**config.mk**
```make
export PLATFORM = sky130hd
export DESIGN_NAME = abl_gen
export DESIGN_NICKNAME = d
export VERILOG_FILES = /design/src/rtl/abl_gen.sv
export SDC_FILE = /design/constraint.sdc
export NUM_CORES = 1
export LEC_CHECK = 0
export BUFFER_PORTS_ARGS = -buffer_cell sky130_fd_sc_hd__buf_2
export CAP_MARGIN = 20
export CORE_ASPECT_RATIO = 1.75
export CORE_UTILIZATION = 50
export CTS_CLUSTER_SIZE = 12
export DETAILED_ROUTE_END_ITERATION = 16
export PLACE_DENSITY = 0.77
export SYNTH_ARGS = -nofsm -noshare
export SYNTH_HDL_FRONTEND = slang
export SYNTH_SLANG_ARGS = --single-unit
```
**constraint.sdc**
```tcl
create_clock -name clk -period 3.5 [get_ports clk]
set_input_delay 0.7 -clock clk [delete_from_list [all_inputs] [get_ports clk]]
set_output_delay 0.7 -clock clk [all_outputs]
set_load 0.005 [all_outputs]
```
**src/rtl/abl_gen.sv**
```systemverilog
//-----------------------------------------------------------------------------
// abl_gen -- low-byte address generator.
//
// Builds the low half of an address from a selectable base (0, PCL, the head
// of a small address-hold FIFO, or the data bus) plus an offset (REG, ABL
// and/or carry-in). The adder result ADL/CO is combinational. ABL registers
// ADL every enabled cycle. PCL loads ABL+inc_pc on request. An optional
// page-fixup FSM flags indexed accesses that crossed a page boundary.
//
// Parameters:
//   WIDTH       width of every address/data path (8..16)
//   HOLD_DEPTH  entries in the address-hold FIFO (1..4)
//
// Ports:
//   clk        rising-edge clock
//   rst_n      synchronous active-low reset
//   rdy        global enable; all state holds while low
//   CI         adder carry-in
//   cond       condition code; picks DB as base when op[3:2]=11
//   DB         data bus
//   REG        register-file output
//   op         [3:2] base select, [1:0] offset select
//   ld_ahl     push DB into the hold FIFO
//   rd_ahl     pop the hold FIFO head at the end of the cycle
//   ld_pc      load PCL with ABL+inc_pc
//   inc_pc     increment added when loading PCL
//   CO, ADL    adder carry and result (combinational)
//   ABL        registered address
//   PCL        program counter low
//   pcl_co     carry out of ABL+inc_pc
//   ahl_empty  hold FIFO empty
//   ahl_full   hold FIFO full
//   fix_req    page-fixup request (FSM in FIX state)
//
// Build option:
//   ABL_GEN_FIXUP_EN  when defined, the page-fixup FSM is built; otherwise
//                     fix_req is tied low.
//-----------------------------------------------------------------------------
`timescale 1ns/1ps
module abl_gen #(
   parameter int WIDTH      = 8,
   parameter int HOLD_DEPTH = 2
) (
   input  logic             clk,
   input  logic             rst_n,
   input  logic             rdy,
   input  logic             CI,
   input  logic             cond,
   input  logic [WIDTH-1:0] DB,
   input  logic [WIDTH-1:0] REG,
   input  logic [3:0]       op,
   input  logic             ld_ahl,
   input  logic             rd_ahl,
   input  logic             ld_pc,
   input  logic             inc_pc,
   output logic             CO,
   output logic [WIDTH-1:0] ADL,
   output logic [WIDTH-1:0] ABL,
   output logic [WIDTH-1:0] PCL,
   output logic             pcl_co,
   output logic             ahl_empty,
   output logic             ahl_full,
   output logic             fix_req
);

   // A depth-1 FIFO still needs a 1-bit pointer so the vectors stay legal.
   localparam int PTR_W = (HOLD_DEPTH > 1) ? $clog2(HOLD_DEPTH) : 1;
   localparam int CNT_W = $clog2(HOLD_DEPTH + 1);

   localparam logic [PTR_W-1:0] PTR_LAST = PTR_W'(HOLD_DEPTH - 1);
   localparam logic [PTR_W-1:0] PTR_ZERO = {PTR_W{1'b0}};
   localparam logic [CNT_W-1:0] CNT_FULL = CNT_W'(HOLD_DEPTH);
   localparam logic [CNT_W-1:0] CNT_ZERO = {CNT_W{1'b0}};
   localparam logic [WIDTH-1:0] DATA_ZERO = {WIDTH{1'b0}};

   // Circular pointer advance; wraps explicitly so non-power-of-two depths work.
   function automatic logic [PTR_W-1:0] ptr_next(input logic [PTR_W-1:0] p);
      logic [PTR_W-1:0] r;
      if (p == PTR_LAST) begin
         r = PTR_ZERO;
      end else begin
         r = p + PTR_W'(1'b1);
      end
      return r;
   endfunction

   // Zero-extend a data word to adder width.
   function automatic logic [WIDTH:0] zext(input logic [WIDTH-1:0] v);
      return {1'b0, v};
   endfunction

   // Zero-extend a single bit to adder width.
   function automatic logic [WIDTH:0] bext(input logic b);
      return {{WIDTH{1'b0}}, b};
   endfunction

   // State registers and next-state values
   logic [WIDTH-1:0] abl_q, abl_d;
   logic [WIDTH-1:0] pcl_q, pcl_d;
   logic [WIDTH-1:0] mem_q [HOLD_DEPTH];
   logic [WIDTH-1:0] mem_d [HOLD_DEPTH];
   logic [PTR_W-1:0] rd_ptr_q, rd_ptr_d;
   logic [PTR_W-1:0] wr_ptr_q, wr_ptr_d;
   logic [CNT_W-1:0] cnt_q, cnt_d;

   // Combinational signals
   logic             push_s;
   logic             pop_s;
   logic [WIDTH-1:0] ahl_s;
   logic [WIDTH-1:0] base_s;
   logic [WIDTH:0]   sum_s;
   logic [WIDTH:0]   pc_sum_s;

   // Hold FIFO next state. A pop is only honoured when non-empty; a push is
   // honoured when not full or when a simultaneous pop frees the slot. When
   // full, wr_ptr equals rd_ptr, so push+pop overwrites the slot being freed.
   always_comb begin
      pop_s    = rdy & rd_ahl & (cnt_q != CNT_ZERO);
      push_s   = rdy & ld_ahl & ((cnt_q != CNT_FULL) | pop_s);
      mem_d    = mem_q;
      rd_ptr_d = rd_ptr_q;
      wr_ptr_d = wr_ptr_q;
      cnt_d    = cnt_q;
      if (push_s) begin
         mem_d[wr_ptr_q] = DB;
         wr_ptr_d        = ptr_next(wr_ptr_q);
      end else begin
         wr_ptr_d = wr_ptr_q;
      end
      if (pop_s) begin
         rd_ptr_d = ptr_next(rd_ptr_q);
      end else begin
         rd_ptr_d = rd_ptr_q;
      end
      case ({push_s, pop_s})
         2'b10:   cnt_d = cnt_q + CNT_W'(1'b1);
         2'b01:   cnt_d = cnt_q - CNT_W'(1'b1);
         default: cnt_d = cnt_q;
      endcase
   end

   // Head of the FIFO; stale storage is masked to zero once emptied.
   always_comb begin
      ahl_s = DATA_ZERO;
      if (cnt_q == CNT_ZERO) begin
         ahl_s = DATA_ZERO;
      end else begin
         ahl_s = mem_q[rd_ptr_q];
      end
   end

   // Base selection; DB is only used as base when cond qualifies op[3:2]=11.
   always_comb begin
      base_s = DATA_ZERO;
      casez ({cond, op[3:2]})
         3'b?00:  base_s = DATA_ZERO;
         3'b?01:  base_s = pcl_q;
         3'b?10:  base_s = ahl_s;
         3'b011:  base_s = DATA_ZERO;
         3'b111:  base_s = DB;
         default: base_s = DATA_ZERO;
      endcase
   end

   // Offset adder; WIDTH+1 bits so the carry is kept for CO.
   always_comb begin
      sum_s = {(WIDTH+1){1'b0}};
      case (op[1:0])
         2'b00:   sum_s = zext(REG) + bext(CI);
         2'b01:   sum_s = zext(base_s) + zext(REG) + bext(CI);
         2'b10:   sum_s = zext(base_s) + bext(CI);
         2'b11:   sum_s = zext(base_s) + zext(abl_q) + bext(CI);
         default: sum_s = {(WIDTH+1){1'b0}};
      endcase
   end

   // PC increment path and ABL/PCL next-state selection.
   always_comb begin
      pc_sum_s = zext(abl_q) + bext(inc_pc);
      abl_d    = abl_q;
      pcl_d    = pcl_q;
      if (rdy) begin
         abl_d = sum_s[WIDTH-1:0];
      end else begin
         abl_d = abl_q;
      end
      if (rdy && ld_pc) begin
         pcl_d = pc_sum_s[WIDTH-1:0];
      end else begin
         pcl_d = pcl_q;
      end
   end

   // Datapath and FIFO registers with synchronous reset that also clears storage.
   always_ff @(posedge clk) begin
      if (!rst_n) begin
         abl_q    <= DATA_ZERO;
         pcl_q    <= DATA_ZERO;
         rd_ptr_q <= PTR_ZERO;
         wr_ptr_q <= PTR_ZERO;
         cnt_q    <= CNT_ZERO;
         for (int i = 0; i < HOLD_DEPTH; i++) begin
            mem_q[i] <= DATA_ZERO;
         end
      end else begin
         abl_q    <= abl_d;
         pcl_q    <= pcl_d;
         rd_ptr_q <= rd_ptr_d;
         wr_ptr_q <= wr_ptr_d;
         cnt_q    <= cnt_d;
         mem_q    <= mem_d;
      end
   end

   assign CO        = sum_s[WIDTH];
   assign ADL       = sum_s[WIDTH-1:0];
   assign ABL       = abl_q;
   assign PCL       = pcl_q;
   assign pcl_co    = pc_sum_s[WIDTH];
   assign ahl_empty = (cnt_q == CNT_ZERO);
   assign ahl_full  = (cnt_q == CNT_FULL);

`ifdef ABL_GEN_FIXUP_EN
   typedef enum logic [0:0] {
      IDLE = 1'b0,
      FIX  = 1'b1
   } fix_state_e;

   fix_state_e state_q, state_d;

   // Page-fixup next state: an indexed AHL+REG access that carried out
   // requests one fixup cycle; FIX waits for an enabled cycle to retire.
   always_comb begin
      state_d = state_q;
      case (state_q)
         IDLE: begin
            if (rdy && (op == 4'b1001) && sum_s[WIDTH]) begin
               state_d = FIX;
            end else begin
               state_d = IDLE;
            end
         end
         FIX: begin
            if (rdy) begin
               state_d = IDLE;
            end else begin
               state_d = FIX;
            end
         end
         default: state_d = IDLE;
      endcase
   end

   // Page-fixup state register.
   always_ff @(posedge clk) begin
      if (!rst_n) begin
         state_q <= IDLE;
      end else begin
         state_q <= state_d;
      end
   end

   assign fix_req = (state_q == FIX);
`else
   assign fix_req = 1'b0;
`endif

endmodule

```
==> impl_metrics.tcl <==
set metrics [dict create \
    post-route-min-period_ns 3.924 \
    endpoint_kind "output pin" \
    worstPathRequired_ns 2.80 \
    top_level_ports 58 \
    final_cell_area_um2 4229 \
    skew_ns 0.01512 \
    dpl.hpwl_um 6652 \
    clock_latency_ns 0.29 \
    met3_usage_pct 3.959 \
    hold_class "reg -> reg" \
    crit_path_frequent_cell "buf_6" \
    htree_levels 2 \
    vias_per_cell 6.026 \
    synth_cell_types 58 \
    grt_pass1_wl_um 15400 \
    rsz0062_at_grt "yes" \
    synth_enable_flop_cells 0 \
    drv_slew 0 \
    post_dp_cell_area_um2 3590 \
    grt_overflow 0 \
    die_area_um2 5969 \
    ys_warn_count 0 \
    grt_use_total_pct 33.90 \
    antenna_found_initial 0 \
    antenna_left 0 \
    synthArstFlopShare_pct 0 \
    cts-root-buf "clkbuf_8" \
    power.density_nw_per_um2 320.9 \
    syn_area_um2 2826 \
    cts_buffer_depth 2 \
    path_clk_slew_ns 0.07 \
    ys.flop_type "dfxtp_1" \
    leakage_uw 0.001863 \
    critPathMaxStageDelay_ns 0.42 \
    fmax_ghz 0.2549 \
    synth-seq-area-share_pct 25.50 \
    crit_path_start "op[3]" \
    fillers 361 \
    setup_viol 5 \
    grt_pass1_vias 3382 \
    area_growth_pct 49.62 \
    busiest_layer "met2" \
    total_power_uw 1357 \
    start_util_pct 52.90 \
    violations "setup timing" \
    num_rows 35 \
    wl_per_cell_um 19.04 \
    syn_nets 390 \
    grtUsageMet2_pct 63.02 \
    arrival_ns 3.22 \
    die_y_um 101.5 \
    avgSynthCellArea_um2 8.362 \
    min_period_over_period_pct 112.1 \
    path_cells "buf_12, buf_6, nand2b_4, o32a_1, buf_4, buf_6, o41a_1, or3_4, and4bb_1, mux2i_2, nand2_1, buf_2" \
    multiInputGateArea_um2 2340 \
    critical_path_class "in -> out" \
    fp.dieW_um 58.84 \
    worstReg2RegStart "rd_ptr_q$_SDFFE_PN0P_" \
    vias 3218 \
    cts-buffers-inserted 5 \
    hold_viol 0 \
    core_area_um2 5343 \
    grt_max_degree 32 \
    cap_viol_max_count 0 \
    hp-start "mem_q[6]$_SDFFE_PN0P_" \
    regArea_um2 721.9 \
    gp_congestion 0.9306 \
    crit_path_start_kind "input port" \
    critPathSlowestCell "o32a_1" \
    worst_slew_margin_rel_pct 32.45 \
    placed_cells 510 \
    status "finished, violations left" \
    setup_ws_ns -0.4239 \
    cts_sinks 36 \
    drc 0 \
    met1_usage_pct 33.20 \
    worst_slew_pin_slew_ns 1.012 \
    routed_wl_um 10170 \
    place_ws_ns -0.5534 \
    cts_tree "built" \
    first_iter_violations 181 \
    firstDrtPassIters 6 \
    portBuffers 56 \
    cp_max_fo 5 \
    fin_cells 534 \
    syn_inst 338 \
    fin_tns_setup_ns -1.840 \
    ys_seq_elements 36 \
    holdBufCountCts 0 \
    layout-drive-gt1-share_pct 42.83 \
    nets 512 \
    num_antenna_cells 0 \
    peakVddDrop_uv 233.2 \
]
[layout make-up]
cell class                      instances  share of cell area, %
Clock buffer                            7                  2.278
Inverter                               14                  1.420
Multi-Input combinational cell        275                  55.33
Sequential cell                        36                  17.07
Tap cell                               74                  2.189
Timing Repair Buffer                  128                  21.72
[worst max-delay path, delay by kind of cell]
| family | cells | cell delay (ns) |
|---|---|---|
| AO/OA/AOI/OAI | 2 | 0.84 |
| buffers and inverters | 5 | 0.60 |
| multiplexers | 1 | 0.26 |
| AND/OR/NAND/NOR | 4 | 0.80 |
[final timing paths]
kind | slack (ns) | end | cells after the start
min reg2reg | 0.51 | mem_q[6]$_SDFFE_PN0P_ | 2
max | -0.42 | ADL[7] | 12
min | 0.51 | mem_q[6]$_SDFFE_PN0P_ | 2
max reg2reg | 0.15 | ABL[6]$_SDFFE_PN0P_ | 17
[cell usage after synthesis (all sizes together), types with 4 or more instances]
library cell | instances | area, µm²
a211oi | 12 | 90.09
a21boi | 6 | 45.04
a21oi | 7 | 35.03
a31oi | 5 | 31.28
buf | 5 | 30.03
clkbuf | 8 | 30.03
dfxtp | 36 | 720.7
fa | 4 | 80.08
ha | 19 | 237.7
inv | 13 | 51.30
mux2i | 32 | 320.3
nand2 | 16 | 60.06
nand2b | 8 | 50.05
nand3 | 7 | 35.03
nor2 | 51 | 191.4
nor2b | 5 | 31.28
o21a | 5 | 37.54
o21ai | 17 | 85.08
o32a | 4 | 40.04
or3 | 4 | 25.02
xnor2 | 12 | 105.1
xor2 | 9 | 78.83
[flip-flops by register name, summed over array words and instances (netlist names)]
signal and cells:
PCL 8, rd_ptr_q 1, ABL 8, cnt_q 2
mem_q 16, wr_ptr_q 1
[power breakdown]
part	internal, µW	leakage, µW	switching [µW]
sequential	436	0.000295	32.3
combinational	283	0.00152	279
clock	176	0.0000503	151
total	895	0.00186	462
[kinds of logic (layout without fill, tap and decap cells)]
kind of cell	count (synthesis)	in the layout	synth area share, %
xor+xnor	21	21	6.507
simple gates	111	111	18.99
other cells	1	1	0.1327
flops	36	36	25.50
mux	34	34	12.13
buf+inv	27	149	4.073
compound gates	85	85	21.43
fa+ha+maj	23	23	11.24
[per-layer routing]
layer / vias up / routed length [µm]
met2: 155 / 5395
met3: 66 / 432
li1: 1470 / -
met4: 0 / 758
met5: - / 0
met1: 1527 / 3581
[placed cells by master, fill, tap and decap left out, types with 4 or more instances in the layout]
master / synthesis / final
mux2i_1: 32 / 29
o32a_1: 4 / 4
ha_4: 0 / 5
xnor2_1: 12 / 11
o21a_1: 5 / 5
nand3_1: 7 / 6
buf_4: 3 / 64
nor2_1: 51 / 47
buf_2: 0 / 52
clkbuf_8: 0 / 7
o21ai_0: 17 / 11
ha_1: 19 / 13
inv_1: 12 / 9
buf_6: 0 / 8
dfxtp_1: 36 / 35
a21oi_2: 0 / 4
fa_2: 0 / 4
a211oi_1: 12 / 10
nand2b_1: 8 / 5
xor2_1: 9 / 9
nand2_1: 16 / 16
[what timing repair did]
item | CTS | global route
pin swaps | 31 | 23
resized for setup | 57 | 31
endpoints found under the setup margin | 7 | 7
endpoints found under the hold margin | 0 | 0
buffers inserted | 17 | 6
gates cloned | 1 | 0
[metrics by stage]
step	util, %	hold WS (ns)
5_1_grt	79.16	0.5317
2_1_floorplan	-	0.4596
4_1_cts	77.00	0.5077
3_5_place_dp	67.19	0.4881
6_report	79.16	0.5057
3_3_place_gp	67.19	0.4721
Power figures use the tool's default switching activity.
